$ cat src/rtl/exp_pkg.sv
// Shared definitions for the expand-layer bias ("bash") loader and its neighbours.
package exp_pkg;

  typedef enum logic [2:0] {
    StIdle,
    StClear,
    StArm,
    StFetch,
    StDrain,
    StWaitRdy
  } exp_bash_ld_state_t;

  localparam int unsigned EXP_BASH_WORD_BYTES = 8;
  localparam int unsigned EXP_BASH_FIFO_DEPTH = 128;

endpackage

$ cat src/rtl/exp_bash_loader.sv
// Per-layer sequencer: clears the bash FIFO, arms the bash controller, then streams the
// bias words from external memory into the FIFO as flow-controlled read bursts.
module exp_bash_loader
  import exp_pkg::*;
#(
  parameter int unsigned BURST_MAX  = 16,
  parameter int unsigned FIFO_LIMIT = 120
) (
  input  logic        clk_i,
  input  logic        rst_n_i,
  input  logic        layer_start_i,
  input  logic [31:0] bash_base_addr_i,
  input  logic [5:0]  no_of_exp_kernals_i,
  output logic        rd_cmd_valid_o,
  input  logic        rd_cmd_ready_i,
  output logic [31:0] rd_addr_o,
  output logic [6:0]  rd_len_o,
  input  logic [63:0] rd_data_i,
  input  logic        rd_data_valid_i,
  output logic        fifo_exp_bash_clr_o,
  output logic [63:0] fifo_exp_bash_wr_data_o,
  output logic        fifo_exp_bash_wr_en_o,
  input  logic [6:0]  fifo_exp_bash_data_count_i,
  output logic        bash_start_o,
  output logic [5:0]  no_of_exp_kernals_o,
  input  logic        bash_ram_ready_i,
  output logic        busy_o,
  output logic        done_o,
  output logic        err_o
);

  exp_bash_ld_state_t state_q;
  logic [31:0] base_q;
  logic [6:0]  n_q;
  logic [6:0]  req_q;
  logic [6:0]  rcv_q;

  logic [6:0]  remain;
  logic [6:0]  len_c;
  logic [6:0]  in_flight;
  logic [8:0]  need;
  logic        fits;
  logic [31:0] addr_c;
  logic        rx_ok;

  always_comb begin
    remain    = n_q - req_q;
    len_c     = (remain > 7'(BURST_MAX)) ? 7'(BURST_MAX) : remain;
    in_flight = req_q - rcv_q;
    // Widened so the occupancy sum cannot wrap before the limit compare.
    need      = {2'b00, fifo_exp_bash_data_count_i} + {2'b00, in_flight} + {2'b00, len_c};
    fits      = (need <= 9'(FIFO_LIMIT)) && (req_q < n_q);
    addr_c    = base_q + 32'(req_q) * EXP_BASH_WORD_BYTES;
    rx_ok     = ((state_q == StFetch) || (state_q == StDrain)) && (rcv_q < n_q);
  end

  assign busy_o = (state_q != StIdle);

  always_ff @(posedge clk_i or negedge rst_n_i) begin
    if (!rst_n_i) begin
      state_q                 <= StIdle;
      base_q                  <= '0;
      n_q                     <= '0;
      req_q                   <= '0;
      rcv_q                   <= '0;
      rd_cmd_valid_o          <= 1'b0;
      rd_addr_o               <= '0;
      rd_len_o                <= '0;
      fifo_exp_bash_clr_o     <= 1'b0;
      fifo_exp_bash_wr_data_o <= '0;
      fifo_exp_bash_wr_en_o   <= 1'b0;
      bash_start_o            <= 1'b0;
      no_of_exp_kernals_o     <= '0;
      done_o                  <= 1'b0;
      err_o                   <= 1'b0;
    end else begin
      fifo_exp_bash_clr_o   <= 1'b0;
      bash_start_o          <= 1'b0;
      fifo_exp_bash_wr_en_o <= 1'b0;
      done_o                <= 1'b0;

      if (rd_data_valid_i) begin
        if (rx_ok) begin
          fifo_exp_bash_wr_en_o   <= 1'b1;
          fifo_exp_bash_wr_data_o <= rd_data_i;
          rcv_q                   <= rcv_q + 7'd1;
        end else begin
          err_o <= 1'b1;
        end
      end

      unique case (state_q)
        StIdle: begin
          if (layer_start_i) begin
            base_q              <= bash_base_addr_i;
            no_of_exp_kernals_o <= no_of_exp_kernals_i;
            n_q                 <= {1'b0, no_of_exp_kernals_i} + 7'd1;
            req_q               <= '0;
            rcv_q               <= '0;
            err_o               <= 1'b0;
            fifo_exp_bash_clr_o <= 1'b1;
            state_q             <= StClear;
          end
        end
        StClear: begin
          bash_start_o <= 1'b1;
          state_q      <= StArm;
        end
        StArm, StFetch: begin
          if (state_q == StArm) state_q <= StFetch;
          if (rd_cmd_valid_o) begin
            if (rd_cmd_ready_i) begin
              rd_cmd_valid_o <= 1'b0;
              req_q          <= req_q + rd_len_o;
              if (req_q + rd_len_o == n_q) state_q <= StDrain;
            end
          end else if (fits) begin
            rd_cmd_valid_o <= 1'b1;
            rd_addr_o      <= addr_c;
            rd_len_o       <= len_c;
          end
        end
        StDrain: begin
          if (rcv_q == n_q) state_q <= StWaitRdy;
        end
        StWaitRdy: begin
          if (bash_ram_ready_i) begin
            done_o  <= 1'b1;
            state_q <= StIdle;
          end
        end
        default: state_q <= StIdle;
      endcase
    end
  end

endmodule

$ cat config.mk
export PLATFORM = sky130hd
export DESIGN_NAME = exp_bash_loader
export DESIGN_NICKNAME = d
export VERILOG_FILES = /design/src/rtl/exp_pkg.sv /design/src/rtl/exp_bash_loader.sv
export SDC_FILE = /design/constraint.sdc
export NUM_CORES = 1
export LEC_CHECK = 0
export ABC_AREA = 1
export CORE_ASPECT_RATIO = 1.5
export CORE_MARGIN = 2
export CORE_UTILIZATION = 45
export CTS_CLUSTER_DIAMETER = 40
export CTS_CLUSTER_SIZE = 10
export DETAILED_ROUTE_END_ITERATION = 8
export HOLD_SLACK_MARGIN = 0.15
export PLACE_DENSITY = 0.77
export SLEW_MARGIN = 5
export SYNTH_ARGS = -nofsm -noshare
export SYNTH_HDL_FRONTEND = slang
export SYNTH_SLANG_ARGS = --single-unit
export TNS_END_PERCENT = 30
$ cat constraint.sdc
create_clock -name clk_i -period 3.82 [get_ports clk_i]
set_clock_uncertainty 0.05 [all_clocks]
set_input_delay 0.764 -clock clk_i [delete_from_list [all_inputs] [get_ports clk_i]]
set_output_delay 0.764 -clock clk_i [all_outputs]
set_load 0.005 [all_outputs]
==> results of run 1 <==
==> cells in the final DEF (no fill, tap or decap), types with 4 or more instances in the layout <==
cell type	n
nand2_1	509
fa_1	9
a21o_1	4
nand4_1	19
nand3_1	47
dfrtp_1	171
a21oi_1	27
clkdlybuf4s50_1	229
clkbuf_16	20
buf_4	50
o22ai_1	7
buf_6	4
o21ai_0	30
xor2_1	28
clkinv_2	4
nor2_2	4
ha_4	7
nor3_1	12
inv_1	118
nand2_2	19
nand2_4	4
nand3b_1	4
xnor2_1	11
ha_1	33
inv_2	9
nor2_1	40
==> cells by family (layout without fill, tap and decap cells) <==
family	after synthesis	count (layout)
simple gates	672	672
xor+xnor	41	41
flops	171	171
compound gates	83	83
buf+inv	158	450
fa+ha+maj	53	53
other cells	2	2
==> per-layer routing <==
layer	part of all wire, %	GRT usage (%)	up-vias
met3	6.7	7.220	64
met5	0	0	-
li1	-	-	4223
met2	52	46.93	279
met4	4.0	10.90	0
met1	37	27.80	4081
==> synth_stat cells, types with 2 or more instances <==
| cell | number | share of area [%] |
|---|---|---|
| o22ai_1 | 7 | 0.48 |
| and2_1 | 2 | 0.14 |
| o21ai_1 | 2 | 0.11 |
| nor3_1 | 12 | 0.65 |
| ha_1 | 41 | 5.6 |
| clkbuf_1 | 11 | 0.45 |
| o21a_1 | 2 | 0.16 |
| nand3_1 | 49 | 2.7 |
| or2_2 | 2 | 0.14 |
| xnor2_1 | 12 | 1.1 |
| nand3_2 | 2 | 0.22 |
| o21ai_0 | 31 | 1.7 |
| nand4_1 | 19 | 1.3 |
| a21o_1 | 4 | 0.33 |
| a21oi_1 | 29 | 1.6 |
| buf_6 | 4 | 0.49 |
| nor2_4 | 2 | 0.24 |
| buf_2 | 15 | 0.81 |
| nor2_1 | 44 | 1.8 |
| nand3b_1 | 4 | 0.33 |
| nand2_1 | 531 | 22 |
| xor2_1 | 29 | 2.8 |
| dfrtp_1 | 171 | 46 |
| fa_1 | 12 | 2.6 |
| inv_1 | 126 | 5.1 |
| conb_1 | 2 | 0.081 |
==> worst min path at each step <==
stage	startpoint	end	slack, ps	cells past startpoint
after floorplan	base_q[0]$_DFFE_PN0P_	base_q[0]$_DFFE_PN0P_	390	2
after global placement	base_q[2]$_DFFE_PN0P_	rd_addr_o[2]$_DFFE_PN0P_	400	2
after detailed placement	base_q[0]$_DFFE_PN0P_	rd_addr_o[0]$_DFFE_PN0P_	410	2
after CTS	rst_n_i	rd_addr_o[11]$_DFFE_PN0P_	320	1
after global routing	rst_n_i	rd_addr_o[6]$_DFFE_PN0P_	350	1
final	rst_n_i	rd_addr_o[8]$_DFFE_PN0P_	280	1
==> metrics by stage <==
stage | instances | area (sq um) | hold WS [ps] | setup TNS (ps)
floorplan | 1180 | 9260 | 392.2 | -1379
global placement | 1693 | 12140 | 402.7 | -7458
detailed placement | 1693 | 12140 | 412.8 | -12210
CTS | 1728 | 12770 | 317.3 | -9441
global route | 1736 | 13060 | 346.6 | -19870
finish | 1736 | 13060 | 279.6 | -11880
==> report_power, final <==
part	internal [mW]	total [mW]	leakage, nW	switching, mW
registers	2.65	3.25	2.14	0.602
logic	4.75	10.0	4.21	5.29
clock network	0.851	1.60	0.260	0.749
total	8.25	14.9	6.61	6.65
==> flip-flops by register name (all words and copies together), names as in the netlist <==
| signal | flops |
|---|---|
| rd_addr_o | 32 |
| rd_cmd_valid_o | 1 |
| state_q | 3 |
| err_o | 1 |
| n_q | 7 |
| base_q | 32 |
| done_o | 1 |
| fifo_exp_bash_wr_data_o | 64 |
| fifo_exp_bash_clr_o | 1 |
| rd_len_o | 7 |
| req_q | 7 |
| no_of_exp_kernals_o | 6 |
| rcv_q | 7 |
| fifo_exp_bash_wr_en_o | 1 |
| bash_start_o | 1 |
==> timing repair <==
action | in CTS | in global routing
pin swaps | 4 | 27
cloned | 2 | 4
setup buffers | 1 | 4
endpoints found under the setup margin | 40 | 40
resized for setup | 11 | 46
==> layout make-up <==
type | count | area [sq um]
inverter | 127 | 476.7
clock inverter | 13 | 95.09
timing repair buffer | 291 | 2903
clock buffer | 19 | 442.9
multi-input combinational | 851 | 4531
sequential | 171 | 4279
fill | 1677 | 7202
tap | 264 | 330.3
==> metrics.csv, run 1 <==
stage,metric,value,unit
finish,Layout area overhead,41.64,%
cts,CTS H-tree lvls,4,
floorplanning,Die W,120.9,microns
grt,global-route wire length before repair,43210,microns
status,violated checks,setup timing,
power,P per Cell Area,1141,nW/um^2
finish,fraction of layout cells with a size suffix above 1,10.60,%
yosys,Post-Synth Simple-Gate Area,29.42,%
yosys,post-synth cell types,41,
setup_path,Startpoint Class,register,
setup_path,CP peak stage delay,530,ps
cts,clock sink count,171,
setup_path,"Max FO, Critical Path",7,
setup_path,RR Startpoint,n_q[0]$_DFFE_PN0P_,
power,Pleak,6.614,nW
yosys,Syn. warnings,0,
placed_design,GP Congestion,0.9433,
setup_path,cell family with most CP delay,adder cells,
setup_path,Worst EP required,4150,ps
timing,fin worst setup slack,-328.0,ps
placed_design,dpl hpwl,20100,microns
floorplanning,die area,21670,sq um
timing,fmax,241.1,MHz
yosys,Seq cells post-synth,171,
yosys,syn nets,1348,
floorplanning,Rows,64,
yosys,xor/xnor share of the synthesized area,3.895,%
cts,CTS Buf Count,17,
timing,Slew HR,52.18,%
setup_path,crit path DAT,4480,ps
cts,clk buf depth,2,
route,post-route ant nets,0,
cts,CTS tree,yes,
timing,RSZ-0062 raised after global routing,yes,
floorplanning,io pins,231,
timing,final hold violation count,0,
yosys,ys async rst share,100.0,%
setup_path,critical path capture point,rd_len_o[0]$_DFFE_PN0P_,
route,vias,8647,
grt,initial antenna violation count,0,
finish,antenna cells,0,
yosys,cells after synthesis,1180,
floorplanning,floorplan core area,20260,sq um
route,detail-routed via count per cell,4.981,
setup_path,Setup CP Type,reg2reg,
run,Max Cap Viol,0,
grt,All-Layer GR Usage,25.78,%
grt,grt total ovfl,0,
route,drt drc,0,
yosys,largest family of logic cells by synthesized area,simple AND/OR/NAND/NOR gates,
power,Max rail drop VDD,639.9,uV
timing,final cycle utilization of the critical path,108.6,%
grt,pin count of the biggest net entering global routing,76,
floorplanning,starting density of the core,45.50,%
yosys,post-synthesis sequential area ratio,46.42,%
route,Avg WL per Cell,15.97,microns
setup_path,Worst R2R End,rd_len_o[0]$_DFFE_PN0P_,
placed_design,dpl ws,-331.8,ps
yosys,Synth Flop Type,dfrtp_1,
cts,hold_buf cts,0,
finish,nets,1627,
setup_path,worst path bufs/invs,7,
timing,Final min period,4148,ps
route,Initial DRT Pass Iterations,5,
setup_path,WP depth,25,
cts,"Clk pin slew, worst setup/hold paths",60,ps
yosys,Avg Synthesized Cell Area,7.813,sq um
route,final WL,27720,microns
setup_path,CP dominant cell by count,inv_2,
yosys,mux share of post-synthesis cell area,0,%
setup_path,Register-to-Register Setup Slack,-330,ps
cts,CTS root buffer,clkbuf_16,
setup_path,Setup crit start,n_q[0]$_DFFE_PN0P_,
cts,"Clk Latency, worst-skew pair",440,ps
route,initial drt markers,473,
setup_path,critical path's slowest cell,fa_2,
timing,worst slew pin tran,717.4,ps
power,final total power,14.90,mW
yosys,Netlist Area Pre-Place,9219,sq um
yosys,"EDFF count, synth",0,
floorplanning,die height,179.3,microns
timing,final setup violation count,40,
yosys,Post-Synth Adder-Cell Area,8.170,%
timing,max-slew violation count,0,
status,status,"finished, violations left",
setup_path,CP Capture Type,register,
placed_design,IO buf count,230,
setup_path,R2R depth,25,
finish,final core occ,64.45,%
hold_path,Min-Delay Path Class,in2async,
yosys,post-synthesis compound-gate area fraction,5.008,%
grt,vias in the first global route,8741,
Power figures use the tool's default switching activity.
==> run 2, diff against run 1 <==
Settings changed: RECOVER_POWER set to 25.
==> run 2 against run 1 <==
Net effect: the run ends with capacitance limit, slew limit, setup timing left; critical path type unchanged; design area shrank 0.16%; setup slack is essentially flat; via count shrank 0.30%; maximum frequency is essentially flat; sequential power is essentially flat; combinational power is essentially flat; global-route usage is the same; final cell count is the same; largest power group unchanged; routed wire length is essentially flat; critical endpoint unchanged; register-to-register slack is essentially flat; flip-flop and latch count is the same.
==> metrics.csv, run 2 (synthesis results as in run 1) <==
stage,metric,value,unit,change
finish,"commonest non-fill, non-tap cell in the layout",nand2_1,,
timing,final cycle utilization of the critical path,108.6,%,about the same
cts,"Clk Latency, worst-skew pair",440,ps,about the same
setup_path,Worst EP required,4150,ps,about the same
route,initial drt markers,472,,-0.21%
finish,antenna cells,0,,unchanged
timing,Final min period,4148,ps,-0.2460 ps
setup_path,crit path DAT,4480,ps,about the same
floorplanning,floorplan core area,20260,sq um,unchanged
route,Avg WL per Cell,15.97,microns,about the same
setup_path,Setup crit start,n_q[0]$_DFFE_PN0P_,,
setup_path,CP dominant cell by count,inv_2,,
grt,All-Layer GR Usage,25.78,%,unchanged
route,Initial DRT Pass Iterations,5,,unchanged
power,Pleak,6.607,nW,-0.11%
floorplanning,Die W,120.9,microns,unchanged
cts,CTS Buf Count,17,,unchanged
route,detail-routed via count per cell,4.966,,-0.30%
placed_design,GP Congestion,0.9433,,unchanged
grt,grt total ovfl,0,,unchanged
route,final WL,27730,microns,about the same
status,violated checks,"capacitance limit, slew limit, setup timing",,
hold_path,Min-Delay Path Class,reg2reg,,
timing,fin worst setup slack,-327.8,ps,+0.2460 ps
setup_path,RR Startpoint,n_q[0]$_DFFE_PN0P_,,
floorplanning,starting density of the core,45.50,%,unchanged
cts,hold_buf cts,0,,unchanged
floorplanning,die height,179.3,microns,unchanged
setup_path,CP peak stage delay,530,ps,about the same
setup_path,R2R depth,25,,unchanged
grt,global-route wire length before repair,43210,microns,unchanged
timing,max-slew violation count,76,,+76
grt,pin count of the biggest net entering global routing,76,,unchanged
grt,vias in the first global route,8741,,unchanged
timing,Slew HR,-25.46,%,-78 points
setup_path,Register-to-Register Setup Slack,-330,ps,about the same
placed_design,dpl hpwl,20100,microns,unchanged
timing,worst slew pin tran,1882,ps,+1165 ps
finish,max FFs per register,64,,unchanged
setup_path,WP depth,25,,unchanged
setup_path,Setup CP Type,reg2reg,,
power,Max rail drop VDD,639.9,uV,about the same
route,drt drc,0,,unchanged
floorplanning,die area,21670,sq um,unchanged
setup_path,worst path bufs/invs,7,,unchanged
finish,Filler cells,1678,,+0.060%
timing,fmax,241.1,MHz,about the same
finish,Largest regs,"fifo_exp_bash_wr_data_o x64, base_q x32, rd_addr_o x32",,
setup_path,cell family with most CP delay,adder cells,,
finish,fraction of layout cells with a size suffix above 1,10.60,%,unchanged
setup_path,critical path's slowest cell,fa_2,,
setup_path,Worst R2R End,rd_len_o[0]$_DFFE_PN0P_,,
cts,clk buf depth,2,,unchanged
cts,CTS root buffer,clkbuf_16,,
timing,final hold violation count,0,,unchanged
setup_path,critical path capture point,rd_len_o[0]$_DFFE_PN0P_,,
placed_design,dpl ws,-331.8,ps,unchanged
floorplanning,Rows,64,,unchanged
finish,register name with the most flops,fifo_exp_bash_wr_data_o,,
setup_path,Startpoint Class,register,,
cts,CTS tree,yes,,
cts,"Clk pin slew, worst setup/hold paths",60,ps,about the same
timing,RSZ-0062 raised after global routing,yes,,
setup_path,"Max FO, Critical Path",7,,unchanged
placed_design,IO buf count,230,,unchanged
status,status,"finished, violations left",,
setup_path,CP Capture Type,register,,
finish,post-route cell area,13040,sq um,-0.16%
finish,most frequent cells in the layout,"nand2_1, clkdlybuf4s50_1, dfrtp_1",,
finish,Layout area overhead,41.41,%,
cts,clock sink count,171,,unchanged
finish,nets,1627,,unchanged
floorplanning,io pins,231,,unchanged
cts,CTS H-tree lvls,4,,unchanged
route,post-route ant nets,0,,unchanged
route,vias,8621,,-0.30%
run,Max Cap Viol,1,,+1
power,P per Cell Area,1143,nW/um^2,+0.14%
timing,final setup violation count,40,,unchanged
grt,initial antenna violation count,0,,unchanged
placed_design,Placed Area,12140,sq um,unchanged
run 2: repair_timing:
item / CTS / global route
endpoints found under the setup margin: 40 / 40
setup buffers: 1 / 4
pin swaps: 4 / 27
gates resized for setup: 11 / 46
gates cloned: 2 / 4
run 2: power by group:
part / internal, mW / total (mW) / leakage [nW] / switching, mW
clock network: 0.851 / 1.60 / 0.260 / 0.749
registers: 2.65 / 3.25 / 2.14 / 0.602
logic: 4.75 / 10.0 / 4.20 / 5.29
total: 8.25 / 14.9 / 6.61 / 6.64
run 2: stage by stage:
stage | util [%] | setup TNS, ps | power [mW] | cells | hold slack (ps)
final | 64.35 | -11880 | 14.89 | 1736 | 426.9
after CTS | 63.02 | -9441 | 13.76 | 1728 | 317.3
after detailed placement | 59.91 | -12210 | 11.52 | 1693 | 412.8
after global routing | 64.35 | -19870 | 16.22 | 1736 | 441.2
after floorplan | - | -1379 | 8.248 | 1180 | 392.2
after global placement | 59.91 | -7458 | 11.26 | 1693 | 402.7
run 2: layout make-up:
cell class                 instances  area (sq um)  share of cell area, %
sequential                       171          4279                  32.82
multi-input combinational        851          4531                  34.75
tap                              264         330.3                  2.534
clock buffer                      19         442.9                  3.398
clock inverter                    13         95.09                 0.7294
timing repair buffer             291          2882                  22.10
inverter                         127         476.7                  3.657
run 2: worst min-delay path: cells and delay by family, from the launching register on:
kind / cells / cell delay, ps
AND/OR/NAND/NOR: 2 / 100
flip-flops: 1 / 340
run 2: routing by layer:
metal / global-route usage [%] / wire length [microns] / share of wire (%) / up-vias
met2: 46.93 / 14480 / 52 / 273
li1: - / - / - / 4223
met4: 10.90 / 1113 / 4.0 / 0
met5: 0 / 0 / 0 / -
met3: 7.220 / 1856 / 6.7 / 64
met1: 27.80 / 10280 / 37 / 4061
run 2: how the worst min path moves through the flow:
stage	start	endpoint	cells past startpoint
after floorplan	base_q[0]$_DFFE_PN0P_	base_q[0]$_DFFE_PN0P_	2
after global placement	base_q[2]$_DFFE_PN0P_	rd_addr_o[2]$_DFFE_PN0P_	2
after detailed placement	base_q[0]$_DFFE_PN0P_	rd_addr_o[0]$_DFFE_PN0P_	2
after CTS	rst_n_i	rd_addr_o[11]$_DFFE_PN0P_	1
after global routing	base_q[0]$_DFFE_PN0P_	base_q[0]$_DFFE_PN0P_	2
final	rd_addr_o[6]$_DFFE_PN0P_	rd_addr_o[6]$_DFFE_PN0P_	2
==> run 3, diff against run 2 <==
Settings changed: CORE_UTILIZATION 45 to 50, PLACE_DENSITY 0.77 to 0.81, REMOVE_ABC_BUFFERS set to 1.
Clock period 3.82 ns to 4.3 ns, I/O delays scaled along.
==> run 3 against run 2 <==
Net effect: maximum frequency fell by 1.2%; clock power barely moved; die area fell by 9.7%; via count rose by 0.13%; flip-flop and latch count did not move; setup slack improved by 430 ps; critical path depth fell by 1; global-route usage rose by 2.5 points; non-clock buffer count fell by 21; the run ends with capacitance limit, slew limit left.
==> metrics.csv, run 3 (synthesis results as in run 1) <==
stage,metric,value,unit,change
timing,max-slew violation count,101,,+33%
placed_design,IO buf count,230,,unchanged
setup_path,RR Startpoint,n_q[0]$_DFFE_PN0P_,,
timing,final cycle utilization of the critical path,97.62,%,-11 points
status,violated checks,"capacitance limit, slew limit",,
finish,Layout area overhead,38.53,%,
route,initial drt markers,447,,-5.3%
setup_path,"Max FO, Critical Path",7,,unchanged
grt,vias in the first global route,8655,,-0.98%
finish,fraction of layout cells with a size suffix above 1,8.615,%,-2.0 points
route,post-route ant nets,0,,unchanged
grt,initial antenna violation count,1,,+1
status,status,"finished, violations left",,
timing,fmax,238.2,MHz,-1.2%
power,clock power share,12.5,%,+1.8 points
setup_path,crit path DAT,4520,ps,+40 ps
power,switch share,45.05,%,+0.44 points
floorplanning,floorplan core area,18020,sq um,-11%
floorplanning,die height,170.3,microns,-5.0%
setup_path,CP Capture Type,register,,
route,drt drc,0,,unchanged
hold_path,worst hold endpoint,rd_addr_o[1]$_DFFE_PN0P_,,
grt,global-route wire length before repair,42600,microns,-1.4%
route,Avg WL per Cell,16.46,microns,+3.0%
cts,"Clk pin slew, worst setup/hold paths",70,ps,about the same
power,Pleak,6.510,nW,-1.5%
hold_path,WHS Path Cells,2,,unchanged
cts,CTS tree,yes,,
hold_path,hold path start,base_q[1]$_DFFE_PN0P_,,
setup_path,Setup CP Type,reg2reg,,
power,Comb power frac,64.7,%,-2.7 points
timing,final hold violation count,0,,unchanged
grt,grt total ovfl,0,,unchanged
timing,worst slew pin tran,2544,ps,+662.1 ps
cts,clock sink count,171,,unchanged
finish,Largest regs,"fifo_exp_bash_wr_data_o x64, base_q x32, rd_addr_o x32",,
timing,fin worst setup slack,102.2,ps,+430.0 ps
setup_path,Worst R2R End,rd_addr_o[12]$_DFFE_PN0P_,,
setup_path,Startpoint Class,register,,
power,Max rail drop VDD,752.6,uV,+18%
finish,final core occ,70.88,%,+6.5 points
timing,Final min period,4198,ps,+50.03 ps
floorplanning,Die W,114.9,microns,-5.0%
cts,"Clk Latency, worst-skew pair",440,ps,about the same
finish,"commonest non-fill, non-tap cell in the layout",nand2_1,,
timing,final setup violation count,0,,-100%
cts,CTS H-tree lvls,4,,unchanged
route,detail-routed via count per cell,5.172,,+4.1%
finish,max FFs per register,64,,unchanged
timing,RSZ-0062 raised after global routing,yes,,
cts,CTS Buf Count,17,,unchanged
power,P per Cell Area,989.0,nW/um^2,-13%
setup_path,Setup crit start,n_q[0]$_DFFE_PN0P_,,
route,Initial DRT Pass Iterations,5,,unchanged
setup_path,Register-to-Register Setup Slack,100,ps,+430 ps
setup_path,R2R depth,24,,-4.0%
placed_design,dpl ws,-23.59,ps,+308.2 ps
power,final total power,12.63,mW,-15%
hold_path,Min-Delay Path Class,reg2reg,,
power,Reg power frac,22.8,%,+1.0 points
run,Max Cap Viol,1,,unchanged
route,vias,8632,,+0.13%
floorplanning,Rows,60,,-6.3%
floorplanning,starting density of the core,51.17,%,+5.7 points
finish,nets,1606,,-1.3%
setup_path,Worst EP required,4620,ps,+470 ps
cts,clk buf depth,2,,unchanged
route,final WL,27470,microns,-0.96%
grt,All-Layer GR Usage,28.26,%,+2.5 points
finish,register name with the most flops,fifo_exp_bash_wr_data_o,,
floorplanning,io pins,231,,unchanged
placed_design,GP Congestion,0.8837,,-6.3%
placed_design,dpl hpwl,20150,microns,+0.26%
power,P_sw,5.690,mW,-14%
cts,CTS root buffer,clkbuf_16,,
finish,most frequent cells in the layout,"nand2_1, clkdlybuf4s50_1, dfrtp_1",,
grt,pin count of the biggest net entering global routing,101,,+33%
floorplanning,die area,19560,sq um,-9.7%
timing,Setup TNS,0,ps,"+11,880 ps"
power,Internal,6.940,mW,-16%
timing,Slew HR,-69.60,%,-44 points
## run 3: cell types whose count changed in the layout (fill, tap and decap cells not counted), moves of 3 or more
cell	previous run	this run
inv_1	118	121
ha_4	7	4
nand2_4	4	0
inv_2	9	6
ha_1	33	36
nand2_1	509	515
buf_4	50	31
## run 3: area by class of cell
type | instances | area, sq um
antenna | 1 | 2.502
clock buffer | 18 | 439.2
clock inverter | 14 | 161.4
fill | 1425 | 5246
inverter | 127 | 476.7
multi-input combinational | 851 | 4467
sequential | 171 | 4279
tap | 217 | 271.5
timing repair buffer | 270 | 2674
## run 3: metrics by stage
step | hold slack [ps] | area, sq um | cells
2_1_floorplan | 392.2 | 9050 | 1149
3_3_place_gp | 405.9 | 11890 | 1626
3_5_place_dp | 407.5 | 11890 | 1626
4_1_cts | 424.4 | 12500 | 1658
5_1_grt | 448.2 | 12770 | 1669
6_report | 425.5 | 12770 | 1669
## run 3: routing by layer
layer  track usage [%]  wire (microns)  share of wire, %
met5                 0               0                 0
met4             13.83            1378               5.0
met3             8.369            1772               6.5
met2             49.21           14290                52
met1             31.09           10020                36
## run 3: power groups by stage
stage / combinational [mW] / clock, mW / sequential (mW)
2_1_floorplan: 4.21 / 0 / 2.83
3_3_place_gp: 6.80 / 0 / 2.85
3_5_place_dp: 7.01 / 0 / 2.85
4_1_cts: 7.09 / 1.60 / 2.86
5_1_grt: 9.03 / 1.67 / 2.96
6_report: 8.17 / 1.58 / 2.88
## run 3: how the worst max path moves through the flow
stage                                endpoint  slack [ps]  depth (start not counted)
finish              rd_addr_o[12]$_DFFE_PN0P_         100                         24
global route        rd_addr_o[15]$_DFFE_PN0P_         -70                         26
CTS                  rd_addr_o[2]$_DFFE_PN0P_           9                         23
detailed placement  rd_addr_o[10]$_DFFE_PN0P_         -20                         23
global placement    rd_addr_o[18]$_DFFE_PN0P_         100                         23
floorplan            rd_addr_o[0]$_DFFE_PN0P_        -270                         22
## run 3: repair_timing
item | 4_1_cts | 5_1_grt
hold endpoints to repair | 0 | 0
pin swaps | 0 | 28
endpoints found under the setup margin | 39 | 40
setup buffers | 0 | 7
gates resized for setup | 2 | 50
hold buffers | 0 | 0
gates cloned | 0 | 3
## run 3: worst max-delay path, stage by stage, from the launching register on
cell	delay, ps
dfrtp_1	400
inv_2	90
ha_4	130
inv_2	40
fa_2	390
nand3_2	100
nand2_2	70
xor2_2	220
nand3_4	120
nor2_4	130
inv_2	40
fa_1	500
inv_2	50
ha_4	160
fa_2	560
nor3b_2	40
nor2_1	90
nand3_1	100
nor2_2	140
nand3_2	90
nand4_1	140
buf_6	180
clkbuf_16	170
nand2_1	60
nand2_1	60
